## src/rtl/dsp_pkg.sv

```systemverilog
// Shared definitions for the add/sub/accumulate datapath: operation codes and
// the signed saturation helper used by every lane.
package dsp_pkg;

  localparam logic [1:0] MODE_ADD  = 2'b00;
  localparam logic [1:0] MODE_SUB  = 2'b01;
  localparam logic [1:0] MODE_ACC  = 2'b10;
  localparam logic [1:0] MODE_LOAD = 2'b11;

  // Widest lane the helper supports; lanes sign-extend their WIDTH+1 sum up to this.
  localparam int MAX_W = 128;

  typedef struct packed {
    logic             ovf;
    logic [MAX_W-1:0] val;
  } clamp_t;

  // Reduce a (width+1)-bit signed sum to width bits: flag overflow when the two
  // top bits disagree, then clamp toward the sign of the true result or wrap.
  function automatic clamp_t sat_clamp(input logic [MAX_W:0] sum,
                                       input int             width,
                                       input logic           sat);
    clamp_t           r;
    logic [MAX_W-1:0] mask;
    logic [MAX_W-1:0] pos_max;
    logic [MAX_W-1:0] neg_min;
    mask    = (MAX_W'(1) << width) - MAX_W'(1);
    pos_max = (MAX_W'(1) << (width - 1)) - MAX_W'(1);
    neg_min = MAX_W'(1) << (width - 1);
    r.ovf   = sum[width] ^ sum[width-1];
    r.val   = sum[MAX_W-1:0] & mask;
    if (r.ovf && sat) r.val = sum[width] ? neg_min : pos_max;
    return r;
  endfunction

endpackage

```

## src/rtl/dsp_addsub_lane.sv

```systemverilog
// One lane of the datapath: stage-1 signed arithmetic, its accumulator and
// saturation/wrap. Result and overflow are registered only for valid operations.
module dsp_addsub_lane
  import dsp_pkg::*;
#(
  parameter int WIDTH = 48,
  parameter int SAT   = 1
) (
  input  logic             clk,
  input  logic             rst,
  input  logic             in_valid,
  input  logic [1:0]       mode,
  input  logic [WIDTH-1:0] a,
  input  logic [WIDTH-1:0] b,
  output logic [WIDTH-1:0] res,
  output logic             ovf
);

  logic [WIDTH:0]       a_x;
  logic [WIDTH:0]       b_x;
  logic [WIDTH:0]       acc_x;
  logic [WIDTH:0]       sum;
  logic [WIDTH-1:0]     acc;
  clamp_t               cl;
  logic [WIDTH-1:0]     next_val;
  logic                 unused_hi;

  always_comb begin
    a_x   = {a[WIDTH-1], a};
    b_x   = {b[WIDTH-1], b};
    acc_x = {acc[WIDTH-1], acc};
    unique case (mode)
      MODE_ADD: sum = a_x + b_x;
      MODE_SUB: sum = a_x - b_x;
      MODE_ACC: sum = acc_x + a_x;
      default:  sum = a_x;
    endcase
    cl       = sat_clamp({{(MAX_W - WIDTH){sum[WIDTH]}}, sum}, WIDTH, SAT != 0);
    next_val = cl.val[WIDTH-1:0];
  end

  assign unused_hi = ^cl.val[MAX_W-1:WIDTH];

  // ACC stores the post-clamp value so an accumulate right after a load or
  // another accumulate sees it on the very next cycle, independent of PIPE.
  always_ff @(posedge clk) begin
    if (rst) begin
      acc <= '0;
      res <= '0;
      ovf <= 1'b0;
    end else if (in_valid) begin
      res <= next_val;
      ovf <= cl.ovf;
      if (mode == MODE_ACC || mode == MODE_LOAD) acc <= next_val;
    end
  end

endmodule

```

## src/rtl/dsp_addsub_acc.sv

```systemverilog
// Multi-lane pipelined signed add/sub/accumulate. Lanes compute stage 1; this
// level carries the shared valid and the PIPE-1 pure delay stages.
module dsp_addsub_acc
  import dsp_pkg::*;
#(
  parameter int WIDTH = 48,
  parameter int LANES = 4,
  parameter int PIPE  = 2,
  parameter int SAT   = 1
) (
  input  logic                   clk,
  input  logic                   rst,
  input  logic                   in_valid,
  input  logic [1:0]             mode,
  input  logic [LANES*WIDTH-1:0] ain,
  input  logic [LANES*WIDTH-1:0] bin,
  output logic                   out_valid,
  output logic [LANES*WIDTH-1:0] out,
  output logic [LANES-1:0]       ovf
);

  // Valid protocol: in_valid qualifies mode/ain/bin for one cycle, always
  // accepted (no ready). out_valid is in_valid delayed PIPE cycles and pulses once
  // per operation; out/ovf hold their last value while out_valid is low.
  logic                   s1_valid;
  logic [LANES*WIDTH-1:0] s1_res;
  logic [LANES-1:0]       s1_ovf;

  for (genvar l = 0; l < LANES; l++) begin : g_lane
    dsp_addsub_lane #(
      .WIDTH (WIDTH),
      .SAT   (SAT)
    ) u_lane (
      .clk      (clk),
      .rst      (rst),
      .in_valid (in_valid),
      .mode     (mode),
      .a        (ain[l*WIDTH +: WIDTH]),
      .b        (bin[l*WIDTH +: WIDTH]),
      .res      (s1_res[l*WIDTH +: WIDTH]),
      .ovf      (s1_ovf[l])
    );
  end

  always_ff @(posedge clk) begin
    if (rst) s1_valid <= 1'b0;
    else     s1_valid <= in_valid;
  end

  if (PIPE == 1) begin : g_nodly
    assign out_valid = s1_valid;
    assign out       = s1_res;
    assign ovf       = s1_ovf;
  end else begin : g_dly
    logic [LANES*WIDTH-1:0] d_res [PIPE-1];
    logic [LANES-1:0]       d_ovf [PIPE-1];
    logic [PIPE-2:0]        d_vld;

    always_ff @(posedge clk) begin
      if (rst) begin
        for (int k = 0; k < PIPE - 1; k++) begin
          d_res[k] <= '0;
          d_ovf[k] <= '0;
        end
        d_vld <= '0;
      end else begin
        d_vld[0] <= s1_valid;
        if (s1_valid) begin
          d_res[0] <= s1_res;
          d_ovf[0] <= s1_ovf;
        end
        for (int k = 1; k < PIPE - 1; k++) begin
          d_vld[k] <= d_vld[k-1];
          if (d_vld[k-1]) begin
            d_res[k] <= d_res[k-1];
            d_ovf[k] <= d_ovf[k-1];
          end
        end
      end
    end

    assign out_valid = d_vld[PIPE-2];
    assign out       = d_res[PIPE-2];
    assign ovf       = d_ovf[PIPE-2];
  end

endmodule
```

## config.mk

```make
export PLATFORM = sky130hd
export DESIGN_NAME = dsp_addsub_acc
export DESIGN_NICKNAME = d
export VERILOG_FILES = /design/src/rtl/dsp_pkg.sv /design/src/rtl/dsp_addsub_lane.sv /design/src/rtl/dsp_addsub_acc.sv
export SDC_FILE = /design/constraint.sdc
export NUM_CORES = 2
export LEC_CHECK = 0
export ABC_AREA = 0
export BUFFER_PORTS_ARGS = -buffer_cell sky130_fd_sc_hd__buf_2
export CAP_MARGIN = 20
export CELL_PAD_IN_SITES_DETAIL_PLACEMENT = 0
export CELL_PAD_IN_SITES_GLOBAL_PLACEMENT = 1
export CORE_ASPECT_RATIO = 1.4
export CORE_MARGIN = 2
export CORE_UTILIZATION = 40
export DETAILED_ROUTE_END_ITERATION = 12
export PLACE_DENSITY_LB_ADDON = 0.12
export SETUP_SLACK_MARGIN = 0.15
export SYNTH_ARGS = -nofsm -noshare
export SYNTH_HDL_FRONTEND = slang
export SYNTH_SLANG_ARGS = --single-unit
```

## constraint.sdc

```tcl
create_clock -name clk -period 7.3 [get_ports clk]
set_clock_uncertainty 0.05 [all_clocks]
set_input_delay 1.46 -clock clk [delete_from_list [all_inputs] [get_ports clk]]
set_output_delay 1.46 -clock clk [all_outputs]
set_load 0.005 [all_outputs]
```

[Yosys cells after proc, flatten, opt, wreduce, memory -nomap -nowiden]
Memory sizes are Yosys's and may differ from the RTL's.
Index checks and enable logic that the tools add are counted.
Word-level totals
  memories kept: 2
  memory bits (writable): 196
  output and inout bits: 197
  memory bits (read-only): 0
  bits of input ports: 389
  flip-flop bits (word level): 390
  latch bits: 0
Memories
  g_dly.d_res: words 1, bits a word 192, rd ports 1, clocked after Yosys merged registers in 0, write ports 1, RTL line dsp_addsub_acc.sv:55  | logic [LANES*WIDTH-1:0] d_res [PIPE-1];
  g_dly.d_ovf: words 1, bits a word 4, rd ports 1, clocked after Yosys merged registers in 0, write ports 1, RTL line dsp_addsub_acc.sv:56  | logic [LANES-1:0] d_ovf [PIPE-1];
Operators by class
  shifts and indexed selects: 0
  multipliers: 0
  eq/ne operators: 3
  bitwise logic cells: 4
  $add $sub $neg: 12
  divide/modulo/power cells: 0
  mux-type cells: 21
  reductions and logical operators: 5
  order comparisons: 0
Operators by type and width (number)
  case mux 49 bit (3 select lines): 4
  adder 48 x 48 -> 49 bit: 8
  2-to-1 mux 48 bit: 8
  subtractor 48 x 48 -> 49 bit: 4
  2-to-1 mux 192 bit: 1
  OR reduction 192 bit: 1
  2-to-1 mux 1 bit: 7
  equality test 2 bit, second input constant: 2
  2-to-1 mux 4 bit: 1
  OR reduction 4 bit: 1
  XOR 1 bit: 4
  equality test 2 x 1 -> 1 bit, second input constant: 1
  zero test 2 bit: 1
  AND reduction 2 bit: 1
  logical OR 1 bit: 1

[Logic depth before layout (Yosys ltp)]
  depth in word-level cells: 5
  mapped depth: 26
  mapped depth without buffers: 23

[By module]
Synthesis repeated with hierarchy kept, for this count alone.
Unflattened totals
  cells, all modules: 5303
  area total of the unflattened synthesis: 43357.8 µm²
By module, submodules not included
  dsp_addsub_lane (g_lane[0].u_lane): seq. area each 1941.9 µm², area each 8979.9 µm², cells an instance 1222, instances 1
  dsp_addsub_lane (g_lane[1].u_lane): seq. area each 1941.9 µm², area each 8926.1 µm², cells an instance 1254, instances 1
  dsp_addsub_lane (g_lane[3].u_lane): seq. area each 1941.9 µm², area each 8824.7 µm², cells an instance 1210, instances 1
  dsp_addsub_lane (g_lane[2].u_lane): seq. area each 1941.9 µm², area each 8689.6 µm², cells an instance 1177, instances 1
  dsp_addsub_acc: seq. area each 5925.7 µm², area each 7937.6 µm², cells an instance 440, instances 1

[Worst setup path after synthesis]
No wires, ideal clock.
  path kind: input port to flip-flop
  from: in bin[146]
  to: reg g_lane[3].u_lane.res[6]
  buffers on the path: 2
  stages on the path: 23
  required time: 7114 ps
  arrival: 6998 ps
  setup slack: 116 ps
  cells stage by stage: or3_1 or4_1 nor4_2 nand3_1 or3_1 or3_1 nor3_1 a211oi_1 a21oi_1 o21ai_0 ha_1 clkbuf_1 nand4_1 nor2_1 and3_1 a221oi_1 o21ai_0 or4_1 a211oi_2 clkbuf_1 nor3_1 a21oi_1 a211oi_1
Between the ends
  longest elaborated chain between the ends: 4
  elaborated cells between the ends (all ways): 6
  those cells by class: add/sub: 2; mux: 3; bitwise: 1
Ends and longest elaborated chain
  start: declaration: RTL line dsp_addsub_acc.sv:16  | input logic [LANES*WIDTH-1:0] bin,
  subtractor 48 x 48 -> 49 bit or adder 48 x 48 -> 49 bit (tied branches): RTL line dsp_addsub_lane.sv:34, dsp_addsub_lane.sv:33
  case mux 49 bit (3 select lines) (*): RTL line dsp_addsub_lane.sv:32  | unique case (mode)
  2-to-1 mux 48 bit or XOR 1 bit (tied branches): RTL line dsp_pkg.sv:32, dsp_pkg.sv:30
  2-to-1 mux 48 bit (*): RTL line dsp_pkg.sv:32  | if (r.ovf && sat) r.val = sum[width] ? neg_min : pos_max;
  end signal: assignment: RTL line dsp_addsub_lane.sv:52  | res <= next_val;
  end: declaration: RTL line dsp_addsub_lane.sv:15  | output logic [WIDTH-1:0] res,
Every way passes the cells marked *; elsewhere a longest branch is shown, timed or not.
A chain may end at the register's enable or synchronous reset.

[Worst setup path after layout]
  from: in bin[146]
  to: reg g_lane[3].u_lane.res[13]
Same word-level chain as after synthesis.

==> impl_metrics.tcl <==
set metrics [dict create \
    cp.depth 24 \
    die_h_um 388 \
    fin_util_pct 49.5 \
    seq_area_frac_synth_pct 32.5 \
    cts_sinks 586 \
    timing.final.crit_share_pct 95.0 \
    rsz0062_at_grt "no" \
    die_area_um2 108000 \
    cts_tree "yes" \
    end_kind "register" \
    grt_max_degree 170 \
    row_count 141 \
    avgSynthCellArea_um2 8.09 \
    cellPowerDensity_nw_per_um2 224 \
    endpoint "g_lane[3].u_lane.res[13]$_SDFFE_PP0P_" \
    synth_area_leaders "dfxtp_1, edfxtp_1, ha_1" \
    wl_per_cell_um 23.9 \
    antenna_left 0 \
    crit_fanout 26 \
    yosysTopAreaCellShare_pct 18.5 \
    finalCriticalPeriod_ps 6940 \
    start_util_pct 40.1 \
    r2r-end "g_lane[1].u_lane.res[26]$_SDFFE_PP0P_" \
    dp_hpwl_mm 137 \
    ff2ff_path_depth 17 \
    fmax_mhz 144 \
    path_class "in2reg" \
    min_path_type "reg2reg" \
    grt_pass1_vias 42700 \
    regArea_um2 13700 \
    cap_violations 0 \
    nets 6612 \
    drt_iter0_drc 3668 \
    yosys_warnings 0 \
    dp.cells 7306 \
    hold_violations 0 \
    clockRootBuffer "clkbuf_16" \
    crit_buf_inv 4 \
    cts_max_level 2 \
    rrSetupSlack_ps 2500 \
    slew_headroom_pct 28.7 \
    io_pins 586 \
    fp.coreArea_um2 105000 \
    multi_input_area_um2 26400 \
    cp.arrival_ps 7380 \
    ir_worst_vdd_mv 0.194 \
    critPathTopFamily "simple AND/OR/NAND/NOR gates" \
    required_ps 7740 \
    syn2layout_area_growth_pct 23.4 \
    slew_violations 0 \
    wl_mm 178 \
    ys_seq_elements 586 \
    timing.final.ws_setup_ps 363 \
    netlist_area_um2 42200 \
    totalNegativeSetupSlack_ps 0 \
    drt-pass1-iter-count 6 \
    worst_pin_slew_ps 1060 \
    grt_overflow 0 \
    path_clk_slew_ps 60 \
    antenna_found_initial 41 \
    globalplace.congestion 0.951 \
    track_usage_pct 31.9 \
    outcome "complete, no violations" \
    startpoint "bin[146]" \
    place_ws_ps -515 \
    grt_first_pass_wirelength_mm 266 \
    die_x_um 278 \
    yosys.area.top_type "dfxtp_1" \
    slowest_delay_ps 620 \
    netlist_instances 5217 \
    routed_via_density 5.92 \
    synthFlopType "dfxtp_1" \
    setup_viol 0 \
    synth-edff-count 196 \
    r2r_start "g_lane[1].u_lane.acc[1]$_SDFFE_PP0P_" \
    p_leak_nw 22.4 \
    fill_cells 10500 \
    cp-start-kind "input port" \
    io_buffer_count 585 \
    drive_above_1_share_pct 22.7 \
    worstPathCellList "buf_2, or3_1, or4_4, nor4_4, buf_4, nand3_1, or3_1, or3_1, nor3_2, buf_4, a21oi_1, o22ai_1, ha_1, nand4_1, nor2_1, and3_1, a221oi_1, o21ai_0, or4_1, and2_1, or2_1, buf_12, a21oi_1, o32ai_1" \
    vias 44000 \
    cts_buffers 61 \
    synth_cell_types 99 \
    synth_common_cells "nor2_1, nand2_1, dfxtp_1" \
    drc 0 \
    syn_nets 5817 \
    clk_path_buf_depth 3 \
    yosysMostFrequentCell "nor2_1" \
    async_flop_share_pct 0 \
    clk_latency_ps 670 \
    fin_cells 7443 \
    critPathMostFrequentCell "or3_1" \
    crit_slowest_cell "or4_1" \
]
==> placed cells by master (no fill, tap or decap), drive strengths merged, types with 44 or more instances in the layout <==
| cell | Yosys | layout |
|---|---|---|
| buf | 53 | 1110 |
| nor2 | 607 | 607 |
| nand2 | 424 | 424 |
| dfxtp | 390 | 390 |
| a21oi | 354 | 354 |
| o21ai | 279 | 279 |
| a211oi | 278 | 278 |
| and2 | 227 | 227 |
| inv | 213 | 216 |
| ha | 207 | 207 |
| edfxtp | 196 | 196 |
| nor3 | 172 | 172 |
| a21o | 122 | 122 |
| xnor2 | 105 | 105 |
| a222oi | 98 | 98 |
| o21bai | 79 | 79 |
| clkbuf | 325 | 77 |
| a311oi | 66 | 66 |
| mux2 | 64 | 64 |
| nand4 | 61 | 61 |
| nand3 | 54 | 54 |
| xor2 | 53 | 53 |
| and3 | 50 | 50 |
| a31oi | 44 | 44 |
==> sequential cells by signal (all words and copies together), names as in the netlist <==
name / flops
g_dly.d_res: 192
g_lane.u_lane.acc: 192
g_lane.u_lane.res: 192
g_dly.d_ovf: 4
g_lane.u_lane.ovf: 4
out_valid: 1
s1_valid: 1
==> kinds of logic after synthesis <==
kind of cell	Yosys count	share of synthesized area (%)
adder cells (fa/ha/maj)	220	6.54
buffers and inverters	591	5.39
XOR/XNOR	160	3.39
AO/OA/AOI/OAI	1727	28.8
multiplexers	95	2.44
flip-flops	586	32.5
AND/OR/NAND/NOR	1838	21.0
==> what timing repair did <==
item                                    CTS  global route
setup buffers                             0             1
endpoints found under the setup margin    0           186
resized for setup                         0            15
hold buffers                              0             0
==> layout make-up <==
cell class	instances	share of cell area [%]
Multi-Input combinational cell	4040	50.7
Sequential cell	586	26.3
Timing Repair Buffer	1110	14.0
Tap cell	1358	3.26
Clock buffer	77	3.24
Inverter	213	1.54
Clock inverter	39	0.868
Antenna cell	20	0.0961
==> power by group <==
| part | leakage, nW | internal, mW | switching (mW) |
|---|---|---|---|
| sequential | 5.32 | 3.69 | 0.172 |
| clock | 1.05 | 1.96 | 1.46 |
| combinational | 16.1 | 1.78 | 2.59 |
==> worst min-delay path by stage <==
stage,from,to,depth (start not counted)
global route,g_lane[0].u_lane.acc[28]$_SDFFE_PP0P_,g_lane[0].u_lane.acc[28]$_SDFFE_PP0P_,2
finish,g_lane[3].u_lane.acc[32]$_SDFFE_PP0P_,g_lane[3].u_lane.acc[32]$_SDFFE_PP0P_,2
detailed placement,g_lane[3].u_lane.acc[32]$_SDFFE_PP0P_,g_lane[3].u_lane.acc[32]$_SDFFE_PP0P_,2
floorplan,g_lane[0].u_lane.acc[15]$_SDFFE_PP0P_,g_lane[0].u_lane.acc[15]$_SDFFE_PP0P_,2
CTS,g_lane[3].u_lane.acc[32]$_SDFFE_PP0P_,g_lane[3].u_lane.acc[32]$_SDFFE_PP0P_,2
global placement,g_lane[3].u_lane.acc[32]$_SDFFE_PP0P_,g_lane[3].u_lane.acc[32]$_SDFFE_PP0P_,2
==> worst min-delay path: stages, from the launching register on <==
cell and delay [ps]:
dfxtp_1 310, nand2_1 50, a21oi_1 50
==> through the flow <==
stage	instance area, um2	power [mW]	hold slack [ps]
after CTS	51900	11.7	406
after floorplan	42200	6.42	382
after global placement	49800	8.25	396
final	52100	11.7	408
after detailed placement	49800	8.25	398
after global routing	52000	12.2	425
==> per-layer routing <==
| layer | GRT usage (%) | vias up | wire length (um) |
|---|---|---|---|
| met4 | 14.2 | 20 | 8230 |
| met5 | 0 | - | 138 |
| met3 | 3.87 | 319 | 10800 |
| met2 | 55.1 | 1452 | 86300 |
| li1 | - | 21100 | - |
| met1 | 39.7 | 21100 | 72800 |
Note: power is estimated with default switching activity, not from simulation.
